[config.mk]
export PLATFORM = sky130hd
export DESIGN_NAME = mips_multicycle_control_flat
export DESIGN_NICKNAME = d
export VERILOG_FILES = /design/src/rtl/mips_multicycle_control_pkg.sv /design/src/rtl/mips_multicycle_control_if.sv /design/src/rtl/mips_multicycle_control_output_decode.sv /design/src/rtl/mips_multicycle_control.sv /design/src/flat_wrapper.sv
export SDC_FILE = /design/constraint.sdc
export NUM_CORES = 1
export LEC_CHECK = 0
export CAP_MARGIN = 20
export CORE_AREA = 4 4 41 43
export CTS_BUF_LIST = sky130_fd_sc_hd__clkbuf_8
export CTS_CLUSTER_DIAMETER = 80
export CTS_CLUSTER_SIZE = 16
export DETAILED_ROUTE_END_ITERATION = 7
export DIE_AREA = 0 0 45 47
export GPL_ROUTABILITY_DRIVEN = 0
export PLACE_DENSITY = 0.76
export SYNTH_ARGS = -nofsm -noshare
export SYNTH_HDL_FRONTEND = slang
export SYNTH_SLANG_ARGS = --single-unit
export TNS_END_PERCENT = 10
[constraint.sdc]
create_clock -name clk -period 3.8 [get_ports clk]
set_clock_uncertainty 0.2 [all_clocks]
set_input_delay 0.76 -clock clk [delete_from_list [all_inputs] [get_ports clk]]
set_output_delay 0.76 -clock clk [all_outputs]
set_load 0.005 [all_outputs]
[src/rtl/mips_multicycle_control_pkg.sv]
// ---------------------------------------------------------------------------
// mc_pkg : shared constants for the multicycle MIPS main control FSM.
//   - state_t : FSM state codes (also exported as the 4-bit debug State port)
//   - OP_*    : opcodes recognised by the decoder (IR[31:26])
//   - ALUOP_*, SRCB_*, PCSRC_* : mux/select encodings driven to the datapath
//   - ctrl_t  : one control word, produced by mc_output_decode
//   - isLegalOp : opcode support check used for the IllegalOp pulse
// Optional feature macro: MC_ADDI_EN (adds the addi instruction).
// ---------------------------------------------------------------------------
package mc_pkg;

    typedef enum logic [3:0] {
        S_FETCH  = 4'd0,
        S_DECODE = 4'd1,
        S_MEMADR = 4'd2,
        S_MEMRD  = 4'd3,
        S_MEMWB  = 4'd4,
        S_MEMWR  = 4'd5,
        S_EXEC   = 4'd6,
        S_RWB    = 4'd7,
        S_BRANCH = 4'd8,
        S_JUMP   = 4'd9,
        S_ADDIEX = 4'd10,
        S_ADDIWB = 4'd11
    } state_t;

    localparam logic [5:0] OP_RTYPE = 6'b000000;
    localparam logic [5:0] OP_LW    = 6'b100011;
    localparam logic [5:0] OP_SW    = 6'b101011;
    localparam logic [5:0] OP_BEQ   = 6'b000100;
    localparam logic [5:0] OP_J     = 6'b000010;
    localparam logic [5:0] OP_ADDI  = 6'b001000;

    localparam logic [1:0] ALUOP_ADD   = 2'b00;
    localparam logic [1:0] ALUOP_SUB   = 2'b01;
    localparam logic [1:0] ALUOP_FUNCT = 2'b10;

    localparam logic [1:0] SRCB_REG   = 2'b00;
    localparam logic [1:0] SRCB_FOUR  = 2'b01;
    localparam logic [1:0] SRCB_IMM   = 2'b10;
    localparam logic [1:0] SRCB_IMMSH = 2'b11;

    localparam logic [1:0] PCSRC_ALU    = 2'b00;
    localparam logic [1:0] PCSRC_ALUOUT = 2'b01;
    localparam logic [1:0] PCSRC_JUMP   = 2'b10;

`ifdef MC_ADDI_EN
    localparam bit ADDI_EN = 1'b1;
`else
    localparam bit ADDI_EN = 1'b0;
`endif

    typedef struct packed {
        logic       pcWrite;
        logic       pcWriteCond;
        logic       iorD;
        logic       memRead;
        logic       memWrite;
        logic       irWrite;
        logic       memtoReg;
        logic       regDst;
        logic       regWrite;
        logic       aluSrcA;
        logic [1:0] aluSrcB;
        logic [1:0] aluOp;
        logic [1:0] pcSource;
        logic       illegalOp;
    } ctrl_t;

    // addi only counts as supported when the optional feature is built in
    function automatic logic isLegalOp(input logic [5:0] op);
        return (op == OP_RTYPE) || (op == OP_LW) || (op == OP_SW) ||
               (op == OP_BEQ) || (op == OP_J) || (ADDI_EN && (op == OP_ADDI));
    endfunction

endpackage

[src/rtl/mips_multicycle_control_if.sv]
// ---------------------------------------------------------------------------
// mips_multicycle_control_if : bundle between the main control FSM and the
// multicycle datapath/memory.
//   Op, MemReady           : datapath -> control (opcode, memory handshake)
//   PCWrite..PCSource      : control -> datapath enables and mux selects
//   IllegalOp              : one-cycle pulse on an unsupported opcode
//   State                  : current FSM state, debug only
// Modports: master = control FSM side, slave = datapath side.
// ---------------------------------------------------------------------------
interface mips_multicycle_control_if;
    logic [5:0] Op;
    logic       MemReady;
    logic       PCWrite;
    logic       PCWriteCond;
    logic       IorD;
    logic       MemRead;
    logic       MemWrite;
    logic       IRWrite;
    logic       MemtoReg;
    logic       RegDst;
    logic       RegWrite;
    logic       AluSrcA;
    logic [1:0] AluSrcB;
    logic [1:0] AluOp;
    logic [1:0] PCSource;
    logic       IllegalOp;
    logic [3:0] State;

    modport master (
        input  Op, MemReady,
        output PCWrite, PCWriteCond, IorD, MemRead, MemWrite, IRWrite,
               MemtoReg, RegDst, RegWrite, AluSrcA, AluSrcB, AluOp,
               PCSource, IllegalOp, State
    );

    modport slave (
        output Op, MemReady,
        input  PCWrite, PCWriteCond, IorD, MemRead, MemWrite, IRWrite,
               MemtoReg, RegDst, RegWrite, AluSrcA, AluSrcB, AluOp,
               PCSource, IllegalOp, State
    );
endinterface

[src/rtl/mips_multicycle_control_output_decode.sv]
// ---------------------------------------------------------------------------
// mc_output_decode : purely combinational State -> control word.
//   state    in  current FSM state
//   memReady in  memory handshake (qualifies IR/PC load during FETCH)
//   op       in  opcode (only looked at in DECODE, for IllegalOp)
//   ctrl     out full control word; anything not set for a state is 0
// Optional feature macro: MC_ADDI_EN (decodes ADDIEX/ADDIWB states).
// ---------------------------------------------------------------------------
module mc_output_decode
    import mc_pkg::*;
(
    input  state_t     state,
    input  logic       memReady,
    input  logic [5:0] op,
    output ctrl_t      ctrl
);

    // Every field starts at 0 so unlisted outputs and unreachable codes are quiet.
    // FETCH loads IR and PC only in the cycle memory actually returns the word.
    always_comb begin
        ctrl = '0;
        unique case (state)
            S_FETCH: begin
                ctrl.memRead  = 1'b1;
                ctrl.aluSrcB  = SRCB_FOUR;
                ctrl.aluOp    = ALUOP_ADD;
                ctrl.pcSource = PCSRC_ALU;
                ctrl.irWrite  = memReady;
                ctrl.pcWrite  = memReady;
            end
            S_DECODE: begin
                ctrl.aluSrcB   = SRCB_IMMSH;
                ctrl.aluOp     = ALUOP_ADD;
                ctrl.illegalOp = !isLegalOp(op);
            end
            S_MEMADR: begin
                ctrl.aluSrcA = 1'b1;
                ctrl.aluSrcB = SRCB_IMM;
                ctrl.aluOp   = ALUOP_ADD;
            end
            S_MEMRD: begin
                ctrl.memRead = 1'b1;
                ctrl.iorD    = 1'b1;
            end
            S_MEMWB: begin
                ctrl.regWrite = 1'b1;
                ctrl.memtoReg = 1'b1;
            end
            S_MEMWR: begin
                ctrl.memWrite = 1'b1;
                ctrl.iorD     = 1'b1;
            end
            S_EXEC: begin
                ctrl.aluSrcA = 1'b1;
                ctrl.aluSrcB = SRCB_REG;
                ctrl.aluOp   = ALUOP_FUNCT;
            end
            S_RWB: begin
                ctrl.regWrite = 1'b1;
                ctrl.regDst   = 1'b1;
            end
            S_BRANCH: begin
                ctrl.aluSrcA     = 1'b1;
                ctrl.aluSrcB     = SRCB_REG;
                ctrl.aluOp       = ALUOP_SUB;
                ctrl.pcWriteCond = 1'b1;
                ctrl.pcSource    = PCSRC_ALUOUT;
            end
            S_JUMP: begin
                ctrl.pcWrite  = 1'b1;
                ctrl.pcSource = PCSRC_JUMP;
            end
`ifdef MC_ADDI_EN
            S_ADDIEX: begin
                ctrl.aluSrcA = 1'b1;
                ctrl.aluSrcB = SRCB_IMM;
                ctrl.aluOp   = ALUOP_ADD;
            end
            S_ADDIWB: begin
                ctrl.regWrite = 1'b1;
            end
`endif
            default: ctrl = '0;
        endcase
    end

endmodule

[src/rtl/mips_multicycle_control.sv]
// ---------------------------------------------------------------------------
// mips_multicycle_control : main control FSM of the multicycle MIPS datapath.
// Sequences FETCH/DECODE/execute/memory/writeback (3-5 cycles per instruction,
// longer while memory holds MemReady low) and drives every datapath control.
//   clk   in  system clock, rising edge
//   reset in  synchronous active-high reset, forces FETCH (also mid-access)
//   bus   master modport of mips_multicycle_control_if (Op/MemReady in,
//         control word, IllegalOp and debug State out)
// Optional feature macro: MC_ADDI_EN (addi via ADDIEX -> ADDIWB).
// ---------------------------------------------------------------------------
module mips_multicycle_control
    import mc_pkg::*;
(
    input logic                      clk,
    input logic                      reset,
    mips_multicycle_control_if.master bus
);

    state_t state;
    state_t nextState;
    ctrl_t  ctrl;

    // State register; reset wins over every transition, including a stalled access.
    always_ff @(posedge clk) begin
        if (reset) begin
            state <= S_FETCH;
        end else begin
            state <= nextState;
        end
    end

    // Next-state logic. Memory states hold until MemReady; anything unknown
    // (unsupported opcode, unused state code) drops back to FETCH.
    always_comb begin
        nextState = S_FETCH;
        unique case (state)
            S_FETCH:  nextState = bus.MemReady ? S_DECODE : S_FETCH;
            S_DECODE: begin
                case (bus.Op)
                    OP_LW, OP_SW: nextState = S_MEMADR;
                    OP_RTYPE:     nextState = S_EXEC;
                    OP_BEQ:       nextState = S_BRANCH;
                    OP_J:         nextState = S_JUMP;
`ifdef MC_ADDI_EN
                    OP_ADDI:      nextState = S_ADDIEX;
`endif
                    default:      nextState = S_FETCH;
                endcase
            end
            S_MEMADR: nextState = (bus.Op == OP_LW) ? S_MEMRD : S_MEMWR;
            S_MEMRD:  nextState = bus.MemReady ? S_MEMWB : S_MEMRD;
            S_MEMWR:  nextState = bus.MemReady ? S_FETCH : S_MEMWR;
            S_EXEC:   nextState = S_RWB;
`ifdef MC_ADDI_EN
            S_ADDIEX: nextState = S_ADDIWB;
`endif
            default:  nextState = S_FETCH;
        endcase
    end

    mc_output_decode outputDecode (
        .state    (state),
        .memReady (bus.MemReady),
        .op       (bus.Op),
        .ctrl     (ctrl)
    );

    assign bus.PCWrite     = ctrl.pcWrite;
    assign bus.PCWriteCond = ctrl.pcWriteCond;
    assign bus.IorD        = ctrl.iorD;
    assign bus.MemRead     = ctrl.memRead;
    assign bus.MemWrite    = ctrl.memWrite;
    assign bus.IRWrite     = ctrl.irWrite;
    assign bus.MemtoReg    = ctrl.memtoReg;
    assign bus.RegDst      = ctrl.regDst;
    assign bus.RegWrite    = ctrl.regWrite;
    assign bus.AluSrcA     = ctrl.aluSrcA;
    assign bus.AluSrcB     = ctrl.aluSrcB;
    assign bus.AluOp       = ctrl.aluOp;
    assign bus.PCSource    = ctrl.pcSource;
    assign bus.IllegalOp   = ctrl.illegalOp;
    assign bus.State       = state;

endmodule

[src/flat_wrapper.sv]
// flat-port wrapper written by rule: the top's interface ports become plain ports
module mips_multicycle_control_flat import mc_pkg::*;
  (clk, reset, bus_Op, bus_MemReady, bus_PCWrite, bus_PCWriteCond, bus_IorD, bus_MemRead, bus_MemWrite, bus_IRWrite, bus_MemtoReg, bus_RegDst, bus_RegWrite, bus_AluSrcA, bus_AluSrcB, bus_AluOp, bus_PCSource, bus_IllegalOp, bus_State);
  mips_multicycle_control_if bus_i ();
  input logic clk;
  input logic reset;
  input wire logic [$bits(bus_i.Op)-1:0] bus_Op;
  input wire logic [$bits(bus_i.MemReady)-1:0] bus_MemReady;
  output wire logic [$bits(bus_i.PCWrite)-1:0] bus_PCWrite;
  output wire logic [$bits(bus_i.PCWriteCond)-1:0] bus_PCWriteCond;
  output wire logic [$bits(bus_i.IorD)-1:0] bus_IorD;
  output wire logic [$bits(bus_i.MemRead)-1:0] bus_MemRead;
  output wire logic [$bits(bus_i.MemWrite)-1:0] bus_MemWrite;
  output wire logic [$bits(bus_i.IRWrite)-1:0] bus_IRWrite;
  output wire logic [$bits(bus_i.MemtoReg)-1:0] bus_MemtoReg;
  output wire logic [$bits(bus_i.RegDst)-1:0] bus_RegDst;
  output wire logic [$bits(bus_i.RegWrite)-1:0] bus_RegWrite;
  output wire logic [$bits(bus_i.AluSrcA)-1:0] bus_AluSrcA;
  output wire logic [$bits(bus_i.AluSrcB)-1:0] bus_AluSrcB;
  output wire logic [$bits(bus_i.AluOp)-1:0] bus_AluOp;
  output wire logic [$bits(bus_i.PCSource)-1:0] bus_PCSource;
  output wire logic [$bits(bus_i.IllegalOp)-1:0] bus_IllegalOp;
  output wire logic [$bits(bus_i.State)-1:0] bus_State;
  assign bus_i.Op = bus_Op;
  assign bus_i.MemReady = bus_MemReady;
  assign bus_PCWrite = bus_i.PCWrite;
  assign bus_PCWriteCond = bus_i.PCWriteCond;
  assign bus_IorD = bus_i.IorD;
  assign bus_MemRead = bus_i.MemRead;
  assign bus_MemWrite = bus_i.MemWrite;
  assign bus_IRWrite = bus_i.IRWrite;
  assign bus_MemtoReg = bus_i.MemtoReg;
  assign bus_RegDst = bus_i.RegDst;
  assign bus_RegWrite = bus_i.RegWrite;
  assign bus_AluSrcA = bus_i.AluSrcA;
  assign bus_AluSrcB = bus_i.AluSrcB;
  assign bus_AluOp = bus_i.AluOp;
  assign bus_PCSource = bus_i.PCSource;
  assign bus_IllegalOp = bus_i.IllegalOp;
  assign bus_State = bus_i.State;
  mips_multicycle_control u_core (.clk(clk), .reset(reset), .bus(bus_i));
endmodule
==> results of run 1 <==
==> routing by layer <==
metal  vias to the layer above  wire length (µm)
met5                         -                 0
met4                         0                 0
met3                         0               107
met2                        23               600
met1                       257               587
li1                        298                 -
==> power by group <==
group | total (mW) | switching, mW | internal (mW)
registers | 0.0465 | 0.00334 | 0.0431
clock network | 0.0869 | 0.0196 | 0.0673
logic | 0.0384 | 0.0156 | 0.0227
==> stage by stage <==
step | cell area (µm²) | std cells | hold slack (ps)
detailed placement | 767.0 | 109 | 532.0
global placement | 767.0 | 109 | 528.3
CTS | 808.3 | 112 | 544.3
global route | 808.3 | 112 | 630.4
floorplan | 494.2 | 71 | 440.5
finish | 808.3 | 112 | 537.8
==> logic make-up after synthesis <==
group / count (synthesis) / synth area share [%]
flops: 4 / 16.20
xor+xnor: 3 / 5.317
simple gates: 39 / 47.34
compound gates: 15 / 20.76
buf+inv: 10 / 10.38
==> cells in the mapped netlist <==
master	instances	area [µm²]
nand2b_1	6	37.54
nor2_1	9	33.78
nand3b_1	1	7.510
clkbuf_1	2	7.510
inv_1	3	11.26
nand3_1	1	5.000
buf_2	2	10.01
buf_6	1	11.26
and2b_1	1	7.510
buf_4	1	7.510
nor4_1	2	12.51
xnor2_1	3	26.28
o21a_1	2	15.01
and3_1	2	12.51
dfxtp_1	4	80.08
nand2_1	3	11.26
o21ai_0	3	15.01
or2_1	1	6.260
inv_2	1	3.750
nor3b_1	1	7.510
or2b_1	1	7.510
or2_2	2	12.51
a21oi_1	6	30.03
nor4_2	1	12.51
a221oi_1	2	17.52
or3_1	2	12.51
nor3_1	4	20.02
a211o_1	1	8.760
nor4_4	1	21.27
o41ai_2	1	16.27
nor2b_1	1	6.260
==> worst max-delay path, stage by stage <==
cell	delay (ps)
clkdlybuf4s50_1	430
or3_1	460
nor2_1	190
nor2_1	70
o21a_1	160
clkdlybuf4s50_1	440
==> cell type report <==
type                       count  share of cell area [%]
multi-input combinational     57                   44.89
inverter                       4                   1.858
clock buffer                   3                   5.108
sequential                     4                   9.907
timing repair buffer          29                   35.91
tap                           15                   2.322
==> layout by cell type (no fill, tap or decap), drive strengths merged, types with 2 or more instances in the layout <==
cell type / n
o21ai: 3
inv: 4
and3: 2
nor3: 4
clkbuf: 3
nand2b: 6
a221oi: 2
or3: 2
nor4: 4
nand2: 3
o21a: 2
or2: 3
dfxtp: 4
clkdlybuf4s50: 29
nor2: 9
xnor2: 3
a21oi: 6
==> how the worst max path moves through the flow <==
stage | from | end | slack [ps]
2_1_floorplan | bus_Op[0] | bus_IllegalOp | 1270
4_1_cts | bus_Op[0] | bus_IllegalOp | 320
5_1_grt | bus_Op[0] | bus_IllegalOp | 230
3_5_place_dp | bus_Op[0] | bus_IllegalOp | 330
6_report | bus_Op[0] | bus_IllegalOp | 330
3_3_place_gp | bus_Op[0] | bus_IllegalOp | 380
==> results.py, run 1 <==
metrics = {
    "global_routing": {
        "antenna_found_initial": 0,
        "grtUsageMet1_pct": 17.05,
        "busiest_layer": "met2",
        "track_usage_pct": 13.82,
        "grt_pass1_vias": 517,
        "use_met3_pct": 4.981,
        "grt_overflow": 0,
        "grt_max_degree": 19,
        "grt_pass1_wl_um": 2166,
        "use_met2_pct": 22.88,
    },
    "clock_tree": {
        "cts_tree": "done",
        "cts_sinks": 4,
        "worstSkewPairLatency_ps": 210,
        "clk_path_buf_depth": 2,
        "ctsResizeCount": 0,
        "cts-root-buf": "clkbuf_8",
        "htree_levels": 1,
        "hold_buffers": 0,
        "post_cts_buffers": 0,
        "path_clk_slew_ps": 30,
        "cts_inserted_buffers": 3,
    },
    "place": {
        "place_ws_ps": 325.6,
        "hpwlAfterDp_um": 1036,
        "io_buffers": 29,
    },
    "cells_and_area": {
        "multi_input_area_um2": 362.8,
        "antenna_cells": 0,
        "num-fill-cells": 126,
        "seq_area_um2": 80.08,
        "fin_nets": 108,
        "final_util_pct": 62.12,
        "drive_above_1_share_pct": 9.278,
        "area_growth_pct": 63.54,
        "largest_reg_flops": 4,
    },
    "floorplanning": {
        "die_w_um": 45,
        "std_cell_rows": 13,
        "coreArea_mm2": 0.001301,
        "die_y_um": 47,
        "fp.dieArea_mm2": 0.002115,
        "start_util_pct": 37.98,
        "ios": 30,
    },
    "min_path": {
        "min_to": "u_core.bus.State[2]",
        "hold_path_startpoint": "u_core.bus.State[3]",
        "hold_path_depth": 3,
        "min_path_type": "reg -> reg",
    },
    "worst_setup_path": {
        "critPathKind": "in -> out",
        "r2r_end": "u_core.bus.State[0]",
        "cp_max_fo": 4,
        "required_ps": 2840,
        "cp.arrival_ps": 2510,
        "cp-end-kind": "primary output",
        "r2r_slack_ps": 1940,
        "startpoint_type": "input port",
        "reg2regPathDepth": 4,
        "r2r_start": "u_core.bus.State[0]",
    },
    "synthesis": {
        "syn_inst": 71,
        "syn_nets": 80,
        "ys_seq_area_share_pct": 16.20,
        "synth_area_per_cell_um2": 6.961,
        "synth_area_um2": 494.2,
        "yosysWarnings": 0,
        "ys_seq_elements": 4,
        "synth.distinct_cells": 31,
    },
    "sta": {
        "max_freq_ghz": 0.2885,
        "setup_tns_ps": 0,
        "rsz0062_at_grt": "no",
        "worst_slack_ps": 333.2,
        "slew_headroom_pct": 63.69,
        "tightestPinTransition_ps": 543.9,
        "fin_crit_sh_pct": 91.23,
        "finalSetupViolations": 0,
        "period_needed_ps": 3467,
        "finalHoldViolCount": 0,
        "slew_viol_final": 0,
    },
    "power_and_ir_drop": {
        "power_density_mw_per_mm2": 212.5,
        "ir_drop_mv": 0.3269,
        "total_power_mw": 0.1718,
        "p_leak_nw": 0.2847,
    },
    "run": {
        "drv_cap": 0,
    },
    "detailed_routing": {
        "vias": 578,
        "drc": 0,
        "drt_pass1_iterations": 3,
        "drtAntennaViolNets": 0,
        "routedWlPerCell_um": 11.56,
        "vias_per_cell": 5.161,
        "wirelength_um": 1295,
        "dr.first_iter.drc_count": 11,
    },
    "outcome": {
        "status": "complete, no violations",
    },
}
Power figures use the tool's default switching activity.
==> run 2, diff against run 1 <==
--- a/config.mk
+++ b/config.mk
@@ -6,14 +6,14 @@
 export NUM_CORES = 1
 export LEC_CHECK = 0
 export CAP_MARGIN = 20
-export CORE_AREA = 4 4 41 43
+export CORE_AREA = 4 4 42 44
 export CTS_BUF_LIST = sky130_fd_sc_hd__clkbuf_8
 export CTS_CLUSTER_DIAMETER = 80
 export CTS_CLUSTER_SIZE = 16
 export DETAILED_ROUTE_END_ITERATION = 7
-export DIE_AREA = 0 0 45 47
+export DIE_AREA = 0 0 46 48
 export GPL_ROUTABILITY_DRIVEN = 0
-export PLACE_DENSITY = 0.76
+export PLACE_DENSITY = 0.73
 export SYNTH_ARGS = -nofsm -noshare
 export SYNTH_HDL_FRONTEND = slang
 export SYNTH_SLANG_ARGS = --single-unit
==> constraint.sdc (replaced) <==
create_clock -name clk -period 3.4 [get_ports clk]
set_clock_uncertainty 0.2 [all_clocks]
set_input_delay 0.68 -clock clk [delete_from_list [all_inputs] [get_ports clk]]
set_output_delay 0.68 -clock clk [all_outputs]
set_load 0.005 [all_outputs]
==> results.py, run 2 (synthesized netlist as in run 1, its figures left out) <==
metrics = {
    "floorplanning": {
        "fp.dieArea_mm2": 0.002208,
        "ios": 30,
        "die_w_um": 46,
        "die_y_um": 48,
        "std_cell_rows": 14,
        "start_util_pct": 34.41,
        "coreArea_mm2": 0.001436,
    },
    "cells_and_area": {
        "antenna_cells": 0,
        "drive_above_1_share_pct": 10.31,
        "area_growth_pct": 64.30,
        "final_util_pct": 56.53,
        "layout_commonest_cell": "clkdlybuf4s50_1",
        "fin_nets": 108,
        "stdcell_count": 113,
        "largest_reg_flops": 4,
        "num-fill-cells": 143,
        "final_cell_area_um2": 812.0,
        "final_cell_mix": "clkdlybuf4s50_1 (29), nor2_1 (8), nand2b_1 (6), a21oi_1 (6)",
    },
    "worst_setup_path": {
        "critPathMostFrequentCell": "clkdlybuf4s50_1",
        "required_ps": 2520,
        "critPathMaxStageDelay_ps": 460,
        "cp_top_family": "buffers and inverters",
        "cp_max_fo": 4,
        "critPathKind": "in -> out",
        "cp-end-kind": "primary output",
        "cp.arrival_ps": 2380,
        "crit_chain": "clkdlybuf4s50_1, or3_1, a21oi_1, nor2_1, o21a_1, clkdlybuf4s50_1",
        "crit_buf_inv": 2,
        "crit_slowest_cell": "or3_1",
        "startpoint_type": "input port",
    },
    "place": {
        "hpwlAfterDp_um": 1030,
        "placedCellCount": 110,
        "place_ws_ps": 117.0,
        "io_buffers": 29,
        "dpl-instance-area_um2": 768.2,
    },
    "detailed_routing": {
        "routedWlPerCell_um": 11.46,
        "drt_pass1_iterations": 4,
        "wl_met2_um": 573,
        "wirelength_um": 1295,
        "dr.first_iter.drc_count": 5,
        "vias": 583,
        "maxUsedRoutingLayer": "met4",
        "drc": 0,
        "met3_length_um": 166,
        "drtAntennaViolNets": 0,
        "vias_per_cell": 5.159,
        "wl_met1_um": 509,
    },
    "power_and_ir_drop": {
        "pwr-share-clk_pct": 51.6,
        "power_density_mw_per_mm2": 240.7,
        "ir_drop_mv": 0.2346,
        "p_int_mw": 0.1491,
        "p_leak_nw": 0.2844,
        "switching_share_pct": 23.70,
        "seqPwrFrac_pct": 26.6,
        "combinationalPowerShare_pct": 21.9,
        "p_sw_mw": 0.04633,
        "total_power_mw": 0.1955,
    },
    "sta": {
        "setup_tns_ps": 0,
        "tightestPinTransition_ps": 539.2,
        "hold_slack_ps": 553.8,
        "rsz0062_at_grt": "no",
        "max_freq_ghz": 0.3069,
        "slew_headroom_pct": 64.01,
        "worst_slack_ps": 141.4,
        "finalHoldViolCount": 0,
        "period_needed_ps": 3259,
        "slew_viol_final": 0,
        "fin_crit_sh_pct": 95.84,
        "finalSetupViolations": 0,
    },
    "clock_tree": {
        "cts_tree": "done",
        "clk_path_buf_depth": 2,
        "cts-root-buf": "clkbuf_8",
        "hold_buffers": 0,
        "path_clk_slew_ps": 30,
        "cts_inserted_buffers": 3,
        "worstSkewPairLatency_ps": 220,
        "cts_sinks": 4,
        "htree_levels": 1,
    },
    "global_routing": {
        "grt_max_degree": 19,
        "grt_overflow": 0,
        "grt_pass1_vias": 514,
        "grt_pass1_wl_um": 2118,
        "track_usage_pct": 14.29,
        "antenna_found_initial": 0,
    },
    "run": {
        "drv_cap": 0,
    },
    "outcome": {
        "status": "complete, no violations",
    },
    "min_path": {
        "min_path_type": "reg -> reg",
    },
}
run 2: cell counts in the layout (fill, tap and decap cells not counted):
Identical to the previous run, type by type.
run 2: worst paths after layout:
check | from | endpoint | slack (ps) | depth (start not counted)
min reg2reg | u_core.bus.State[3] | u_core.bus.State[2] | 550 | 3
min | u_core.bus.State[3] | u_core.bus.State[2] | 550 | 3
max reg2reg | u_core.bus.State[0] | u_core.bus.State[3] | 1560 | 3
max | bus_Op[0] | bus_IllegalOp | 140 | 6
run 2: final cells by class:
cell class              count  area (µm²)  area share (%)
clock buffers               3       41.29           5.085
inverters                   4       15.01           1.849
multi-input cells          57       365.4           44.99
flip-flops and latches      4       80.08           9.861
well taps                  16       20.02           2.465
repair buffers             29       290.3           35.75
run 2: metal layers:
metal  track usage, %  vias up
li1                 -      300
met1            15.13      250
met2            21.98       29
met3            7.143        4
met4            10.23        0
met5                0        -
run 2: timing repair:
item,CTS,global route
buffers inserted,0,0
resized for setup,0,1
setup endpoints to repair,0,1
run 2: power groups by stage:
stage	Combinational (mW)	Clock, mW	Sequential [mW]
finish	0.0428	0.101	0.0519
global route	0.0473	0.106	0.0524
CTS	0.0431	0.104	0.0520
detailed placement	0.0428	0	0.0526
global placement	0.0423	0	0.0526
floorplan	0.0209	0	0.0494
run 2: tightest hold or removal path, cell delays in order (launching register included):
cell and delay, ps:
dfxtp_1 430, nor2_1 100, nand2_1 120, a21oi_1 60
==> run 3, diff against run 2 <==
--- a/config.mk
+++ b/config.mk
@@ -6,12 +6,14 @@
 export NUM_CORES = 1
 export LEC_CHECK = 0
 export CAP_MARGIN = 20
-export CORE_AREA = 4 4 42 44
+export CELL_PAD_IN_SITES_DETAIL_PLACEMENT = 1
+export CELL_PAD_IN_SITES_GLOBAL_PLACEMENT = 2
+export CORE_AREA = 4 4 64 54
 export CTS_BUF_LIST = sky130_fd_sc_hd__clkbuf_8
 export CTS_CLUSTER_DIAMETER = 80
 export CTS_CLUSTER_SIZE = 16
 export DETAILED_ROUTE_END_ITERATION = 7
-export DIE_AREA = 0 0 46 48
+export DIE_AREA = 0 0 68 58
 export GPL_ROUTABILITY_DRIVEN = 0
 export PLACE_DENSITY = 0.73
 export SYNTH_ARGS = -nofsm -noshare
==> results.py, run 3 (synthesized netlist as in run 1, its figures left out) <==
metrics = {
    "power_and_ir_drop": {
        "combinationalPowerShare_pct": 25.3,
        "p_int_mw": 0.1507,
        "p_sw_mw": 0.04789,
        "total_power_mw": 0.1986,
        "pwr-share-clk_pct": 50.2,
        "seqPwrFrac_pct": 24.6,
        "switching_share_pct": 24.12,
        "power_density_mw_per_mm2": 230.3,
        "ir_drop_mv": 0.1358,
        "p_leak_nw": 0.2994,
    },
    "cells_and_area": {
        "largest_reg_flops": 4,
        "area_growth_pct": 74.43,
        "final_cell_mix": "clkdlybuf4s50_1 (29), nor2_1 (8), nand2b_1 (6), a21oi_1 (6)",
        "layout_commonest_cell": "clkdlybuf4s50_1",
        "antenna_cells": 0,
        "final_util_pct": 31.18,
        "num-fill-cells": 352,
        "fin_nets": 111,
        "drive_above_1_share_pct": 13.00,
    },
    "clock_tree": {
        "cts_sinks": 4,
        "cts_tree": "done",
        "htree_levels": 1,
        "clk_path_buf_depth": 2,
        "cts_inserted_buffers": 3,
        "cts-root-buf": "clkbuf_8",
        "worstSkewPairLatency_ps": 220,
        "path_clk_slew_ps": 30,
    },
    "detailed_routing": {
        "vias": 620,
        "drt_pass1_iterations": 4,
        "drtAntennaViolNets": 0,
        "dr.first_iter.drc_count": 13,
        "wirelength_um": 1844,
        "drc": 0,
        "routedWlPerCell_um": 13.36,
        "vias_per_cell": 4.493,
    },
    "sta": {
        "fin_crit_sh_pct": 95.27,
        "tightestPinTransition_ps": 420.0,
        "slew_headroom_pct": 71.96,
        "slew_viol_final": 0,
        "finalSetupViolations": 0,
        "max_freq_ghz": 0.3087,
        "rsz0062_at_grt": "no",
        "setup_tns_ps": 0,
        "period_needed_ps": 3239,
        "finalHoldViolCount": 0,
    },
    "worst_setup_path": {
        "startpoint_type": "input port",
        "cp.arrival_ps": 2360,
        "cp_max_fo": 3,
        "required_ps": 2520,
        "critPathMostFrequentCell": "clkdlybuf4s50_1",
        "r2r_end": "u_core.bus.State[0]",
        "crit_buf_inv": 2,
        "reg2regPathDepth": 4,
        "crit_chain": "clkdlybuf4s50_1, or3_1, nor2_2, nor2_1, o21a_1, clkdlybuf4s50_1",
        "critPathMaxStageDelay_ps": 450,
        "crit_slowest_cell": "clkdlybuf4s50_1",
        "cp_top_family": "buffers and inverters",
        "r2r_start": "u_core.bus.State[2]",
        "cp-end-kind": "primary output",
        "critPathKind": "in -> out",
        "r2r_slack_ps": 1630,
    },
    "floorplanning": {
        "coreArea_mm2": 0.002765,
        "start_util_pct": 17.87,
        "die_w_um": 68,
        "fp.dieArea_mm2": 0.003944,
        "die_y_um": 58,
        "ios": 30,
        "std_cell_rows": 17,
    },
    "global_routing": {
        "grt_pass1_vias": 658,
        "grt_max_degree": 18,
        "track_usage_pct": 10.52,
        "grt_pass1_wl_um": 3180,
        "grt_overflow": 0,
        "antenna_found_initial": 0,
    },
    "run": {
        "drv_cap": 0,
    },
    "min_path": {
        "min_to": "u_core.bus.State[0]",
        "hold_path_startpoint": "u_core.bus.State[3]",
        "min_path_type": "reg -> reg",
        "hold_path_depth": 3,
    },
    "outcome": {
        "status": "complete, no violations",
    },
    "place": {
        "io_buffers": 29,
        "hpwlAfterDp_um": 1516,
    },
}
==> run 3: changes by cell type in the layout (fill, tap and decap cells not counted), sizes merged <==
cell,delta
buf,+3
==> run 3: how the worst max path moves through the flow <==
stage,endpoint,start,slack (ps),cells after the start
floorplan,bus_IllegalOp,bus_Op[0],1030,4
global placement,bus_IllegalOp,bus_Op[0],180,6
detailed placement,bus_IllegalOp,bus_Op[0],120,6
CTS,bus_IllegalOp,bus_Op[0],110,6
global route,bus_IllegalOp,bus_Op[0],70,6
finish,bus_IllegalOp,bus_Op[0],160,6
==> run 3: cell type report <==
cell class              count  area, µm²  area share [%]
repair buffers             32      312.8           36.28
clock buffers               3      41.29           4.790
flip-flops and latches      4      80.08           9.289
well taps                  38      47.55           5.515
inverters                   4      15.01           1.742
multi-input cells          57      365.4           42.38
==> run 3: power groups by stage <==
stage               logic [mW]  clock network (mW)  registers [mW]
detailed placement      0.0504                   0          0.0494
CTS                     0.0506               0.103          0.0488
global placement        0.0492                   0          0.0494
floorplan               0.0209                   0          0.0494
global route            0.0549               0.107          0.0489
finish                  0.0502              0.0996          0.0488
==> run 3: worst min-delay path: stages (launching register included) <==
cell and delay (ps):
dfxtp_1 380, nor2_1 160, o21ai_0 130, o41ai_2 60
==> run 3: repair_timing <==
item                       in CTS  in global routing
setup buffers                   0                  0
resized for setup               0                  1
setup endpoints to repair       0                  1
hold buffers                    0                  0
==> run 3: layer usage <==
layer / GRT usage [%] / vias to the layer above / wire length [µm]
met1: 13.12 / 300 / 862
met3: 3.876 / 2 / 89
li1: - / 304 / -
met4: 1.700 / 0 / 12
met2: 17.45 / 14 / 880
met5: 0 / - / 0
==> run 3: through the flow <==
stage	setup WS (ps)	std cells	instance area [µm²]	hold slack, ps
2_1_floorplan	1028	71	494.2	440.5
3_3_place_gp	175.3	135	818.3	571.9
3_5_place_dp	118.9	135	818.3	576.0
4_1_cts	107.9	138	859.6	577.7
5_1_grt	67.42	138	862.1	633.3
6_report	160.9	138	862.1	567.3
